File: config.mk
export PLATFORM = sky130hd
export DESIGN_NAME = id_ex_interlock_flat
export DESIGN_NICKNAME = d
export VERILOG_FILES = /design/src/rtl/id_ex_interlock_if.sv /design/src/rtl/id_ex_interlock.sv /design/src/flat_wrapper.sv
export SDC_FILE = /design/constraint.sdc
export NUM_CORES = 1
export LEC_CHECK = 0
export ABC_AREA = 1
export ABC_CLOCK_PERIOD_IN_PS = 1430
export CAP_MARGIN = 20
export CELL_PAD_IN_SITES_DETAIL_PLACEMENT = 0
export CELL_PAD_IN_SITES_GLOBAL_PLACEMENT = 1
export CORE_UTILIZATION = 29
export DETAILED_ROUTE_END_ITERATION = 16
export HOLD_SLACK_MARGIN = 0.02
export PLACE_DENSITY = 0.85
export SLEW_MARGIN = 20
export SYNTH_ARGS = -nofsm -noshare
export SYNTH_HDL_FRONTEND = slang
export SYNTH_SLANG_ARGS = --single-unit
File: constraint.sdc
create_clock -name clk_i -period 1.43 [get_ports clk_i]
set_input_delay 0.429 -clock clk_i [delete_from_list [all_inputs] [get_ports clk_i]]
set_output_delay 0.429 -clock clk_i [all_outputs]
set_load 0.01 [all_outputs]
File: src/rtl/id_ex_interlock_if.sv
// ID/EX handshake bundle: decoded ID fields in, registered EX fields out, plus stall/flush.
interface id_ex_interlock_if #(
  parameter int unsigned XLEN = 32
);
  logic            id_valid_i;
  logic [XLEN-1:0] id_pc_i;
  logic [4:0]      id_rs1_addr_i;
  logic [4:0]      id_rs2_addr_i;
  logic            id_rs1_use_i;
  logic            id_rs2_use_i;
  logic [XLEN-1:0] id_rs1_data_i;
  logic [XLEN-1:0] id_rs2_data_i;
  logic [XLEN-1:0] id_imm_i;
  logic            id_opa_sel_i;
  logic            id_opb_sel_i;
  logic [3:0]      id_alu_op_i;
  logic [4:0]      id_rd_addr_i;
  logic            id_rd_wren_i;
  logic            flush_i;
  logic            id_stall_o;
  logic            ex_valid_o;
  logic [XLEN-1:0] ex_pc_o;
  logic [XLEN-1:0] ex_operand_a_o;
  logic [XLEN-1:0] ex_operand_b_o;
  logic [XLEN-1:0] ex_rs2_data_o;
  logic [3:0]      ex_alu_op_o;
  logic [4:0]      ex_rd_addr_o;
  logic            ex_rd_wren_o;

  modport master (
    output id_valid_i, id_pc_i, id_rs1_addr_i, id_rs2_addr_i, id_rs1_use_i, id_rs2_use_i,
           id_rs1_data_i, id_rs2_data_i, id_imm_i, id_opa_sel_i, id_opb_sel_i, id_alu_op_i,
           id_rd_addr_i, id_rd_wren_i, flush_i,
    input  id_stall_o, ex_valid_o, ex_pc_o, ex_operand_a_o, ex_operand_b_o, ex_rs2_data_o,
           ex_alu_op_o, ex_rd_addr_o, ex_rd_wren_o
  );

  modport slave (
    input  id_valid_i, id_pc_i, id_rs1_addr_i, id_rs2_addr_i, id_rs1_use_i, id_rs2_use_i,
           id_rs1_data_i, id_rs2_data_i, id_imm_i, id_opa_sel_i, id_opb_sel_i, id_alu_op_i,
           id_rd_addr_i, id_rd_wren_i, flush_i,
    output id_stall_o, ex_valid_o, ex_pc_o, ex_operand_a_o, ex_operand_b_o, ex_rs2_data_o,
           ex_alu_op_o, ex_rd_addr_o, ex_rd_wren_o
  );
endinterface

File: src/rtl/id_ex_interlock.sv
// ID/EX pipeline register with destination scoreboard interlock for a non-forwarding pipeline.
// Define WB_WRITE_FIRST_EN when the register file writes in the first half-cycle (WB not checked).
module id_ex_interlock #(
  parameter int unsigned XLEN     = 32,
  parameter int unsigned SB_DEPTH = 3
) (
  input logic              clk_i,
  input logic              rst_ni,
  id_ex_interlock_if.slave bus
);

`ifdef WB_WRITE_FIRST_EN
  localparam int unsigned NumChk = SB_DEPTH - 1;
`else
  localparam int unsigned NumChk = SB_DEPTH;
`endif

  // Slot 0 = EX, slot SB_DEPTH-1 = WB
  logic [SB_DEPTH-1:0]      sb_valid_q, sb_valid_d;
  logic [SB_DEPTH-1:0][4:0] sb_rd_q, sb_rd_d;

  logic            rs1_hit, rs2_hit, hazard, issue;

  logic            ex_valid_q, ex_valid_d;
  logic [XLEN-1:0] ex_pc_q, ex_pc_d;
  logic [XLEN-1:0] ex_opa_q, ex_opa_d;
  logic [XLEN-1:0] ex_opb_q, ex_opb_d;
  logic [XLEN-1:0] ex_rs2_q, ex_rs2_d;
  logic [3:0]      ex_alu_op_q, ex_alu_op_d;
  logic [4:0]      ex_rd_q, ex_rd_d;
  logic            ex_wren_q, ex_wren_d;

  always_comb begin
    rs1_hit = 1'b0;
    rs2_hit = 1'b0;
    for (int unsigned i = 0; i < NumChk; i++) begin
      if (sb_valid_q[i] && (sb_rd_q[i] == bus.id_rs1_addr_i)) rs1_hit = 1'b1;
      if (sb_valid_q[i] && (sb_rd_q[i] == bus.id_rs2_addr_i)) rs2_hit = 1'b1;
    end
    hazard = bus.id_valid_i &
             ((bus.id_rs1_use_i & (bus.id_rs1_addr_i != 5'd0) & rs1_hit) |
              (bus.id_rs2_use_i & (bus.id_rs2_addr_i != 5'd0) & rs2_hit));
    issue  = bus.id_valid_i & ~hazard & ~bus.flush_i;
  end

  // Flush wins over hazard: the ID instruction is dropped, so there is nothing to hold.
  assign bus.id_stall_o = hazard & ~bus.flush_i;

  always_comb begin
    sb_valid_d[0] = issue & bus.id_rd_wren_i & (bus.id_rd_addr_i != 5'd0);
    sb_rd_d[0]    = sb_valid_d[0] ? bus.id_rd_addr_i : 5'd0;
    for (int unsigned i = 1; i < SB_DEPTH; i++) begin
      sb_valid_d[i] = sb_valid_q[i-1];
      sb_rd_d[i]    = sb_rd_q[i-1];
    end
  end

  always_comb begin
    ex_valid_d  = 1'b0;
    ex_pc_d     = '0;
    ex_opa_d    = '0;
    ex_opb_d    = '0;
    ex_rs2_d    = '0;
    ex_alu_op_d = '0;
    ex_rd_d     = '0;
    ex_wren_d   = 1'b0;
    if (issue) begin
      ex_valid_d  = 1'b1;
      ex_pc_d     = bus.id_pc_i;
      ex_opa_d    = bus.id_opa_sel_i ? bus.id_pc_i : bus.id_rs1_data_i;
      ex_opb_d    = bus.id_opb_sel_i ? bus.id_imm_i : bus.id_rs2_data_i;
      ex_rs2_d    = bus.id_rs2_data_i;
      ex_alu_op_d = bus.id_alu_op_i;
      ex_rd_d     = bus.id_rd_addr_i;
      ex_wren_d   = bus.id_rd_wren_i;
    end
  end

  always_ff @(posedge clk_i or negedge rst_ni) begin
    if (!rst_ni) begin
      sb_valid_q  <= '0;
      sb_rd_q     <= '0;
      ex_valid_q  <= 1'b0;
      ex_pc_q     <= '0;
      ex_opa_q    <= '0;
      ex_opb_q    <= '0;
      ex_rs2_q    <= '0;
      ex_alu_op_q <= '0;
      ex_rd_q     <= '0;
      ex_wren_q   <= 1'b0;
    end else begin
      sb_valid_q  <= sb_valid_d;
      sb_rd_q     <= sb_rd_d;
      ex_valid_q  <= ex_valid_d;
      ex_pc_q     <= ex_pc_d;
      ex_opa_q    <= ex_opa_d;
      ex_opb_q    <= ex_opb_d;
      ex_rs2_q    <= ex_rs2_d;
      ex_alu_op_q <= ex_alu_op_d;
      ex_rd_q     <= ex_rd_d;
      ex_wren_q   <= ex_wren_d;
    end
  end

  assign bus.ex_valid_o     = ex_valid_q;
  assign bus.ex_pc_o        = ex_pc_q;
  assign bus.ex_operand_a_o = ex_opa_q;
  assign bus.ex_operand_b_o = ex_opb_q;
  assign bus.ex_rs2_data_o  = ex_rs2_q;
  assign bus.ex_alu_op_o    = ex_alu_op_q;
  assign bus.ex_rd_addr_o   = ex_rd_q;
  assign bus.ex_rd_wren_o   = ex_wren_q;

endmodule

File: src/flat_wrapper.sv
// flat-port wrapper written by rule: the top's interface ports become plain ports
module id_ex_interlock_flat 
#(
  parameter int unsigned XLEN     = 32,
  parameter int unsigned SB_DEPTH = 3
)
  (clk_i, rst_ni, bus_id_valid_i, bus_id_pc_i, bus_id_rs1_addr_i, bus_id_rs2_addr_i, bus_id_rs1_use_i, bus_id_rs2_use_i, bus_id_rs1_data_i, bus_id_rs2_data_i, bus_id_imm_i, bus_id_opa_sel_i, bus_id_opb_sel_i, bus_id_alu_op_i, bus_id_rd_addr_i, bus_id_rd_wren_i, bus_flush_i, bus_id_stall_o, bus_ex_valid_o, bus_ex_pc_o, bus_ex_operand_a_o, bus_ex_operand_b_o, bus_ex_rs2_data_o, bus_ex_alu_op_o, bus_ex_rd_addr_o, bus_ex_rd_wren_o);
  id_ex_interlock_if #(.XLEN(XLEN)) bus_i ();
  input logic clk_i;
  input logic rst_ni;
  input wire logic [$bits(bus_i.id_valid_i)-1:0] bus_id_valid_i;
  input wire logic [$bits(bus_i.id_pc_i)-1:0] bus_id_pc_i;
  input wire logic [$bits(bus_i.id_rs1_addr_i)-1:0] bus_id_rs1_addr_i;
  input wire logic [$bits(bus_i.id_rs2_addr_i)-1:0] bus_id_rs2_addr_i;
  input wire logic [$bits(bus_i.id_rs1_use_i)-1:0] bus_id_rs1_use_i;
  input wire logic [$bits(bus_i.id_rs2_use_i)-1:0] bus_id_rs2_use_i;
  input wire logic [$bits(bus_i.id_rs1_data_i)-1:0] bus_id_rs1_data_i;
  input wire logic [$bits(bus_i.id_rs2_data_i)-1:0] bus_id_rs2_data_i;
  input wire logic [$bits(bus_i.id_imm_i)-1:0] bus_id_imm_i;
  input wire logic [$bits(bus_i.id_opa_sel_i)-1:0] bus_id_opa_sel_i;
  input wire logic [$bits(bus_i.id_opb_sel_i)-1:0] bus_id_opb_sel_i;
  input wire logic [$bits(bus_i.id_alu_op_i)-1:0] bus_id_alu_op_i;
  input wire logic [$bits(bus_i.id_rd_addr_i)-1:0] bus_id_rd_addr_i;
  input wire logic [$bits(bus_i.id_rd_wren_i)-1:0] bus_id_rd_wren_i;
  input wire logic [$bits(bus_i.flush_i)-1:0] bus_flush_i;
  output wire logic [$bits(bus_i.id_stall_o)-1:0] bus_id_stall_o;
  output wire logic [$bits(bus_i.ex_valid_o)-1:0] bus_ex_valid_o;
  output wire logic [$bits(bus_i.ex_pc_o)-1:0] bus_ex_pc_o;
  output wire logic [$bits(bus_i.ex_operand_a_o)-1:0] bus_ex_operand_a_o;
  output wire logic [$bits(bus_i.ex_operand_b_o)-1:0] bus_ex_operand_b_o;
  output wire logic [$bits(bus_i.ex_rs2_data_o)-1:0] bus_ex_rs2_data_o;
  output wire logic [$bits(bus_i.ex_alu_op_o)-1:0] bus_ex_alu_op_o;
  output wire logic [$bits(bus_i.ex_rd_addr_o)-1:0] bus_ex_rd_addr_o;
  output wire logic [$bits(bus_i.ex_rd_wren_o)-1:0] bus_ex_rd_wren_o;
  assign bus_i.id_valid_i = bus_id_valid_i;
  assign bus_i.id_pc_i = bus_id_pc_i;
  assign bus_i.id_rs1_addr_i = bus_id_rs1_addr_i;
  assign bus_i.id_rs2_addr_i = bus_id_rs2_addr_i;
  assign bus_i.id_rs1_use_i = bus_id_rs1_use_i;
  assign bus_i.id_rs2_use_i = bus_id_rs2_use_i;
  assign bus_i.id_rs1_data_i = bus_id_rs1_data_i;
  assign bus_i.id_rs2_data_i = bus_id_rs2_data_i;
  assign bus_i.id_imm_i = bus_id_imm_i;
  assign bus_i.id_opa_sel_i = bus_id_opa_sel_i;
  assign bus_i.id_opb_sel_i = bus_id_opb_sel_i;
  assign bus_i.id_alu_op_i = bus_id_alu_op_i;
  assign bus_i.id_rd_addr_i = bus_id_rd_addr_i;
  assign bus_i.id_rd_wren_i = bus_id_rd_wren_i;
  assign bus_i.flush_i = bus_flush_i;
  assign bus_id_stall_o = bus_i.id_stall_o;
  assign bus_ex_valid_o = bus_i.ex_valid_o;
  assign bus_ex_pc_o = bus_i.ex_pc_o;
  assign bus_ex_operand_a_o = bus_i.ex_operand_a_o;
  assign bus_ex_operand_b_o = bus_i.ex_operand_b_o;
  assign bus_ex_rs2_data_o = bus_i.ex_rs2_data_o;
  assign bus_ex_alu_op_o = bus_i.ex_alu_op_o;
  assign bus_ex_rd_addr_o = bus_i.ex_rd_addr_o;
  assign bus_ex_rd_wren_o = bus_i.ex_rd_wren_o;
  id_ex_interlock #(.XLEN(XLEN), .SB_DEPTH(SB_DEPTH)) u_core (.clk_i(clk_i), .rst_ni(rst_ni), .bus(bus_i));
endmodule
# == After elaboration in Yosys (flattened, before gate mapping) ==
# Index checks and enable logic that the tools add are counted.
# classes
eq_ne,6
mux,17
bitwise,13
reduce_logical,9
# op_table
operator,count
2-to-1 mux 32 bit,6
== test 5 bit,6
nonzero test 5 bit,3
AND 1 bit,10
2-to-1 mux 5 bit,2
2-to-1 mux 1 bit,8
logical AND 1 bit,6
2-to-1 mux 4 bit,1
inverter 1 bit,2
OR 1 bit,1
# word_totals
reg_bits,157
input_bits,156
out_inout_bits,140
wordCells,57

# == Longest topological paths before layout ==
# Gate-level depths: netlist of run 1.
# depth
depth_word,14
ltp_mapped,13
ltp_nobuf,11

# == Worst setup path before layout of run 1 ==
# OpenSTA, ideal clock, no wires.
# synth_path
path_type,input-to-reg
from,in bus_id_rs2_addr_i[4]
to,reg u_core.ex_opa_q[0] (netlist: u_core.bus.ex_operand_a_o[0])
setup_ns,0.128
t_arrival_ns,1.419
setup_slack_ns,-0.116
cell_stages,12
n_path_buf,2
cell_sequence,inv_2 -> nand2_1 -> a21oi_1 -> nand3_2 -> nand3_2 -> nand2_2 -> nand2_4 -> nor2_8 -> inv_6 -> buf_12 -> buf_12 -> nor2_4
# synth_via
elab_chain_cells,12
# synth_rtl
element,line,rtl
start: declaration,flat_wrapper.sv:14,input wire logic [$bits(bus_i.id_rs2_addr_i)-1:0] bus_id_rs2_addr_i;
== test 5 bit,id_ex_interlock.sv:38,if (sb_valid_q[i] && (sb_rd_q[i] == bus.id_rs2_addr_i)) rs2_hit = 1'b1;
logical AND 1 bit,id_ex_interlock.sv:38,
2-to-1 mux 1 bit (3 in series),id_ex_interlock.sv:38,
AND 1 bit (*),id_ex_interlock.sv:42,(bus.id_rs2_use_i & (bus.id_rs2_addr_i != 5'd0) & rs2_hit));
OR 1 bit (*),id_ex_interlock.sv:41,((bus.id_rs1_use_i & (bus.id_rs1_addr_i != 5'd0) & rs1_hit) |
AND 1 bit (*),id_ex_interlock.sv:40,hazard = bus.id_valid_i &
inverter 1 bit (*),id_ex_interlock.sv:43,issue = bus.id_valid_i & ~hazard & ~bus.flush_i;
AND 1 bit (*) (2 in series),id_ex_interlock.sv:43,
2-to-1 mux 32 bit (*),id_ex_interlock.sv:67,if (issue) begin
named net u_core.ex_opa_d[0],id_ex_interlock.sv:26,"logic [XLEN-1:0] ex_opa_q, ex_opa_d;"
end signal: assignment,id_ex_interlock.sv:96,ex_opa_q <= ex_opa_d;
end: declaration,id_ex_interlock.sv:26,
# Mark *: on every way through the listed nets, which the timed path passes. The rest lies on a longest branch.

# == Worst setup path in the final report of run 1 ==
# layout_path
from,"reg u_core.sb_rd_q, in the netlist u_core.sb_rd_d[14]"
to,out bus_id_stall_o
# layout_via
elab_chain_cells,8
# layout_rtl
element,line,rtl
start: declaration,id_ex_interlock.sv:20,"logic [SB_DEPTH-1:0][4:0] sb_rd_q, sb_rd_d;"
start signal: assignment,id_ex_interlock.sv:93,sb_rd_q <= sb_rd_d;
"== test 5 bit, on equally long branches","id_ex_interlock.sv:37, id_ex_interlock.sv:38",
"logical AND 1 bit, on equally long branches","id_ex_interlock.sv:37, id_ex_interlock.sv:38",
"2-to-1 mux 1 bit, on equally long branches (2 in series)","id_ex_interlock.sv:37, id_ex_interlock.sv:38",
"AND 1 bit, on equally long branches","id_ex_interlock.sv:41, id_ex_interlock.sv:42",
OR 1 bit (*),id_ex_interlock.sv:41,
AND 1 bit (*),id_ex_interlock.sv:40,
AND 1 bit (*),id_ex_interlock.sv:47,assign bus.id_stall_o = hazard & ~bus.flush_i;
end: declaration,flat_wrapper.sv:26,output wire logic [$bits(bus_i.id_stall_o)-1:0] bus_id_stall_o;
# Every way passes the cells marked *; elsewhere a longest branch is shown, timed or not.

==> reports/qor.txt, run 1 <==
Avg Cell Area, Syn: 10.4 µm²
Clock skew: 0.0135 ns
Rel. slew slack: 73.0%
RR Startpoint: u_core.sb_rd_d[14]
Leak pwr: 5.78 nW
Post-route ant nets: 0
R2R Setup Slk: -0.61 ns
Status: complete, but fails checks
Hold Vio Cnt, Final: 0
Cells after Synth: 684
Clk slew on worst S/H paths: 0.06 ns
Vias in the first global route: 5842
1st-pass router iterations: 4
Worst slew pin tran: 0.400 ns
Hold_ws: 0.461 ns
Routed Wire Length: 21100 µm
RSZ-0062 raised after global routing: true
Sequential-to-total area share from yosys stat: 55.3%
Fin crit share: 146%
Final std cells w/o fill: 1386
Share of layout cells above drive strength 1: 42.6%
Placed Cells: 1320
N_diodes: 0
Avg WL per Cell: 15.2 µm
CP Launch Type: flip-flop
Pwr dens: 992 nW/µm²
Crit path kind: flip-flop to output port
Total core area: 23800 µm²
Worst EP arrival: 1.67 ns
Deepest clock path buffer count: 2
First-pass GRT wire length: 32600 µm
Total track usage: 17.5%
Die area: 25100 µm²
R2R depth: 16
Initial Util: 29.9%
Minimum clock period: 2.09 ns
Post-synth design cell area: 7100 µm²
Critical path capture point type: output port
H-tree depth: 4
Cell row count: 56
Final Max Slew Viols: 0
Largest net degree at the start of global routing: 43
Die Width: 158 µm
Max Fclk: 477 MHz
Worst Hold Path EP: u_core.sb_rd_q[13]
Root buffer cell: clkbuf_16
Num ports: 296
Via count: 5656
Setup violations, final: 146
Worst hold start: u_core.sb_rd_d[13]
Count of state elements after synthesis: 157
Initial antenna violation count: 1
Area growth, synth to finish: 63.8%
Synth cell types: 22
CTS Buf Count: 17
Later-pin clock latency in the skew report: 0.42 ns
DP Wirelength: 15000 µm
Worst EP required: 1.00 ns
Worst R2R End: u_core.bus.ex_operand_b_o[0]
CTS tree: yes
Vias per cell: 4.08
Overflow after GRT: 0
Worst Hold Depth: 0
Clock sink count: 157
Worst-path fanout max: 4
Nets: 1211
RD Place Congestion: 0.864
Number of DRC markers in iteration 0: 191
# DRC: 0
Die Height: 158 µm
Max VDD drop: 0.000761 V
Violations in the final reports: negative setup slack
Hold Path Class: flip-flop to flip-flop
Port bufs: 295
Max-Cap Viols: 0
Final worst slack: -0.665 ns
Place WS: -1.35 ns
Setup TNS: -70.87 ns
Yosys warnings: 0
Final core occ: 49.0%
Synthesized Nets: 840
==> placed cells by master (no fill, tap or decap), types with 6 or more instances in the layout <==
cell / n
nand2_1: 101
nand2_2: 9
buf_2: 142
nor2_1: 49
dlygate4sd2_1: 10
o21ai_0: 33
clkbuf_16: 17
inv_1: 81
buf_6: 10
a21oi_1: 32
inv_2: 14
clkdlybuf4s50_1: 142
buf_16: 14
nor2_2: 14
dfrtp_1: 151
buf_12: 18
nor2_4: 134
dfrtp_2: 6
buf_4: 37
==> critical path, cell delays in order (launching register included) <==
cell and delay, ns:
dfrtp_1 0.43, inv_2 0.10, nand2_2 0.05, a21oi_2 0.15, nand3_2 0.08, nand3_2 0.10
nand2_4 0.06, a21oi_2 0.14, buf_2 0.15
==> power breakdown <==
part	total [mW]	leakage (nW)	switching [mW]	internal (mW)
Clock	4.77	0.297	1.98	2.80
Combinational	2.08	3.37	1.05	1.03
Sequential	4.67	2.11	0.0581	4.62
==> per-layer routing <==
metal / up-vias / wire [µm] / GRT usage (%)
li1: 2787 / - / -
met1: 2642 / 8400 / 20.2
met2: 202 / 10700 / 30.0
met3: 23 / 1660 / 6.59
met4: 2 / 375 / 5.36
met5: - / 9 / 0
==> synthesized netlist by cell type <==
| cell type | count | share of area [%] |
|---|---|---|
| inv_2 | 10 | 0.53 |
| o21ai_0 | 34 | 2.4 |
| nor2_8 | 1 | 0.28 |
| nand2_2 | 2 | 0.18 |
| dfrtp_1 | 157 | 55 |
| o21ai_2 | 1 | 0.12 |
| a21oi_1 | 35 | 2.5 |
| nand3_2 | 2 | 0.28 |
| nor2_4 | 100 | 16 |
| o21ai_1 | 2 | 0.14 |
| nand3_1 | 7 | 0.49 |
| inv_1 | 92 | 4.9 |
| nand2_1 | 110 | 5.8 |
| inv_6 | 1 | 0.12 |
| buf_6 | 4 | 0.63 |
| buf_12 | 11 | 3.1 |
| nor2_1 | 67 | 3.5 |
| nand4_1 | 3 | 0.26 |
| nor2_2 | 30 | 2.6 |
| buf_1 | 2 | 0.11 |
| clkbuf_1 | 12 | 0.63 |
| nand2_4 | 1 | 0.16 |
==> registers in the layout, summed over array words and instances (netlist names) <==
| name | cells |
|---|---|
| u_core.bus.ex_pc_o | 32 |
| u_core.sb_rd_d | 10 |
| u_core.bus.ex_rs2_data_o | 32 |
| u_core.sb_rd_q | 5 |
| u_core.bus.ex_rd_addr_o | 5 |
| u_core.bus.ex_operand_b_o | 32 |
| u_core.sb_valid_q | 3 |
| u_core.bus.ex_rd_wren_o | 1 |
| u_core.bus.ex_operand_a_o | 32 |
| u_core.bus.ex_alu_op_o | 4 |
| u_core.bus.ex_valid_o | 1 |
==> worst max-delay path by stage <==
stage / from / end / slack [ns]
after CTS: u_core.sb_rd_d[9] / bus_id_stall_o / -0.70
after detailed placement: bus_id_rs2_addr_i[1] / bus_id_stall_o / -1.35
after global routing: u_core.sb_rd_d[8] / bus_id_stall_o / -0.79
after global placement: bus_id_rs2_addr_i[1] / bus_id_stall_o / -1.33
after floorplan: bus_id_rs2_addr_i[1] / u_core.bus.ex_operand_a_o[10] / -0.1
final: u_core.sb_rd_d[14] / bus_id_stall_o / -0.66
==> stage by stage <==
stage / cell area [µm²] / power, mW
floorplan: 7160 / 5.61
global placement: 10800 / 6.69
CTS: 11500 / 11.7
global route: 11600 / 12.1
detailed placement: 10800 / 6.71
finish: 11600 / 11.5
==> logic make-up after synthesis <==
logic type             share of synthesized area (%)
AND/OR/NAND/NOR                                 29.5
flip-flops                                      55.3
buffers and inverters                           9.99
AO/OA/AOI/OAI                                   5.13
==> area by class of cell <==
cell class,instances,area (µm²)
timing repair buffer,379,3440
sequential,157,3940
timing repair inverter,2,60.1
clock buffer,18,429
fill,2215,12100
multi-input combinational,395,2750
tap,319,399
inverter,103,437
clock inverter,13,180
==> timing repair <==
item | 4_1_cts | 5_1_grt
endpoints found under the hold margin | 25 | 0
hold buffers | 1 | 0
cloned | 14 | 0
setup buffers | 25 | 14
setup endpoints to repair | 285 | 146
resized for setup | 652 | 76
pin swaps | 10 | 31
No activity file was read; power rests on OpenSTA's default activity.
==> inputs of run 2 (changes only) <==
--- a/config.mk
+++ b/config.mk
@@ -7,7 +7,7 @@
 export LEC_CHECK = 0
 export ABC_AREA = 1
 export ABC_CLOCK_PERIOD_IN_PS = 1430
-export CAP_MARGIN = 20
+export CAP_MARGIN = 10
 export CELL_PAD_IN_SITES_DETAIL_PLACEMENT = 0
 export CELL_PAD_IN_SITES_GLOBAL_PLACEMENT = 1
 export CORE_UTILIZATION = 29
==> results of run 2 <==
Same layout as run 1: the final DEF is identical, and so are final timing and power.
==> inputs of run 3 (changes only) <==
--- a/config.mk
+++ b/config.mk
@@ -12,7 +12,7 @@
 export CELL_PAD_IN_SITES_GLOBAL_PLACEMENT = 1
 export CORE_UTILIZATION = 29
 export DETAILED_ROUTE_END_ITERATION = 16
-export HOLD_SLACK_MARGIN = 0.02
+export HOLD_SLACK_MARGIN = 0.05
 export PLACE_DENSITY = 0.85
 export SLEW_MARGIN = 20
 export SYNTH_ARGS = -nofsm -noshare
==> results of run 3 <==
Same layout as run 1: the final DEF is identical, and so are final timing and power.
==> RTL edit, RTL diff (flow settings as in run 2) <==
Add a define of `WB_WRITE_FIRST_EN`.
--- a/src/rtl/id_ex_interlock.sv
+++ b/src/rtl/id_ex_interlock.sv
@@ -1,4 +1,6 @@
 // ID/EX pipeline register with destination scoreboard interlock for a non-forwarding pipeline.
 // Define WB_WRITE_FIRST_EN when the register file writes in the first half-cycle (WB not checked).
+`define WB_WRITE_FIRST_EN
+
 module id_ex_interlock #(
   parameter int unsigned XLEN     = 32,
Formal check against the unedited RTL: not equivalent (a bounded check fails within 4 cycles, from zero or initial values and one cycle with rst_ni low).
==> RTL edit against run 2 <==
- the flow still finishes with violations (negative setup slack)
- sequential share of layout area about the same
- area after synthesis fell by 5.1%
- routed wire length shrank 7.5%
- count of clock-buffer cells in the layout grew 1
- sequential cell count shrank 6
- global-route usage down 0.44 points
- total power fell by 6.1%
- hold slack got worse by 0.019 ns
- synthesized cell count is 12% lower
- clock power fell by 9.4%
- setup slack improved by 0.088 ns
- cell area shrank 3.9%
- die area is 5.0% lower
- via count down 7.4%
- critical path type unchanged
- critical endpoint unchanged
- largest cell class unchanged
==> RTL edit: results (changes against run 2) <==
NetSw - 2993 uW (-3.0%)
Max IR drop VDD - 0.6301 mV (-17%)
register area - 3780 sq um (-4.0%)
failing checks - negative setup slack
Gate Count Post-Synth - 604 (-12%)
layout cells sized above 1 - 0.4395 (+0.01304)
Placed Cells incl. Taps - 1,205 (-8.7%)
Setup TNS - -65.32 ns (+5.547 ns)
final setup vio count - 146 (unchanged)
Layout Cells excl Fill - 1,268 (-8.5%)
Routed met2 length - 10.06 mm (-5.6%)
DPL Wire Length - 13.75 mm (-8.5%)
Max Used Layer - met4
Slew headroom - 0.7104 (-0.01992)
nets - 1,126 (-7.0%)
most instantiated cells after synthesis - dfrtp_1 (151), nor2_4 (101), inv_1 (89), nor2_1 (81), nand2_1 (59)
pre-CTS setup slack - -1.203 ns (+0.1464 ns)
Seq/Total Area, Yosys - 0.5607 (+0.007214)
delay-heaviest family, CP - simple AND/OR/NAND/NOR gates
proportion of power drawn by flip-flops and latches - 0.414 (+0.009)
Pleak - 0.005626 uW (-2.6%)
initial antenna violation count - 0 (-1)
status - complete, but fails checks
clk_skew - 0.008986 ns (-0.004532 ns)
Net Count, Synth - 760 (-9.5%)
Seq group - 4490 uW (-4%)
P_clk - 4320 uW (-9.4%)
routed vias/inst - 4.129 (+1.2%)
DRT met1 WL - 8.003 mm (-4.7%)
DP Area - 10,290 sq um (-4.3%)
FILL cells - 2,066 (-6.7%)
worst setup margin - -0.5765 ns (+0.08827 ns)
top post-synthesis cells by area - dfrtp_1 (56%), nor2_4 (17%), inv_1 (5.0%)
CP arrival - 1.58 ns (-0.09 ns)
grt met3 use - 0.04847 (-0.01740)
clk_lat worst skew - 0.42 ns (about the same)
WL met3 - 1.175 mm (-29%)
met2 usage - 0.2952 (-0.004930)
GR Util met1 - 0.2061 (+0.003645)
Placer Congestion - 0.7781 (-9.9%)
[RTL edit: layout make-up]
class | instances | area share
inverters | 98 | 0.03864
well taps | 285 | 0.03192
clock inverters | 13 | 0.01008
repair inverters | 3 | 0.006832
clock buffers | 19 | 0.04054
multi-input cells | 329 | 0.2287
flip-flops and latches | 151 | 0.3383
repair buffers | 370 | 0.3050
[RTL edit: repair_timing]
action / in CTS / in global routing
pin swaps: 6 / 17
buffers inserted: 17 / 3
gates cloned: 14 / 0
hold buffers: 1 / 0
hold endpoints to repair: 19 / 0
endpoints found under the setup margin: 285 / 146
resized for setup: 673 / 33
[RTL edit: final timing paths]
| check | startpoint | to | slack [ns] | depth (start not counted) |
|---|---|---|---|---|
| setup / recovery | u_core.sb_rd_d[11]$_DFF_PN0_ | bus_id_stall_o | -0.58 | 8 |
| hold / removal | u_core.sb_valid_q[0]$_DFF_PN0_ | u_core.sb_valid_q[1]$_DFF_PN0_ | 0.44 | 0 |
| setup reg to reg | u_core.sb_rd_d[7]$_DFF_PN0_ | u_core.bus.ex_rs2_data_o[11]$_DFF_PN0_ | -0.52 | 16 |
| hold reg to reg | u_core.sb_valid_q[0]$_DFF_PN0_ | u_core.sb_valid_q[1]$_DFF_PN0_ | 0.44 | 0 |
| max in group asynchronous | rst_ni | u_core.sb_rd_d[6]$_DFF_PN0_ | 0.43 | 3 |
| min in group asynchronous | rst_ni | u_core.bus.ex_operand_a_o[31]$_DFF_PN0_ | 0.46 | 2 |
[RTL edit: cells by family after synthesis]
group,after synthesis,synth area share
and+or+nand+nor,261,0.2644
AOI/OAI and AO/OA,36,0.02674
muxes,32,0.04753
buffers and inverters,124,0.1006
DFF,151,0.5607
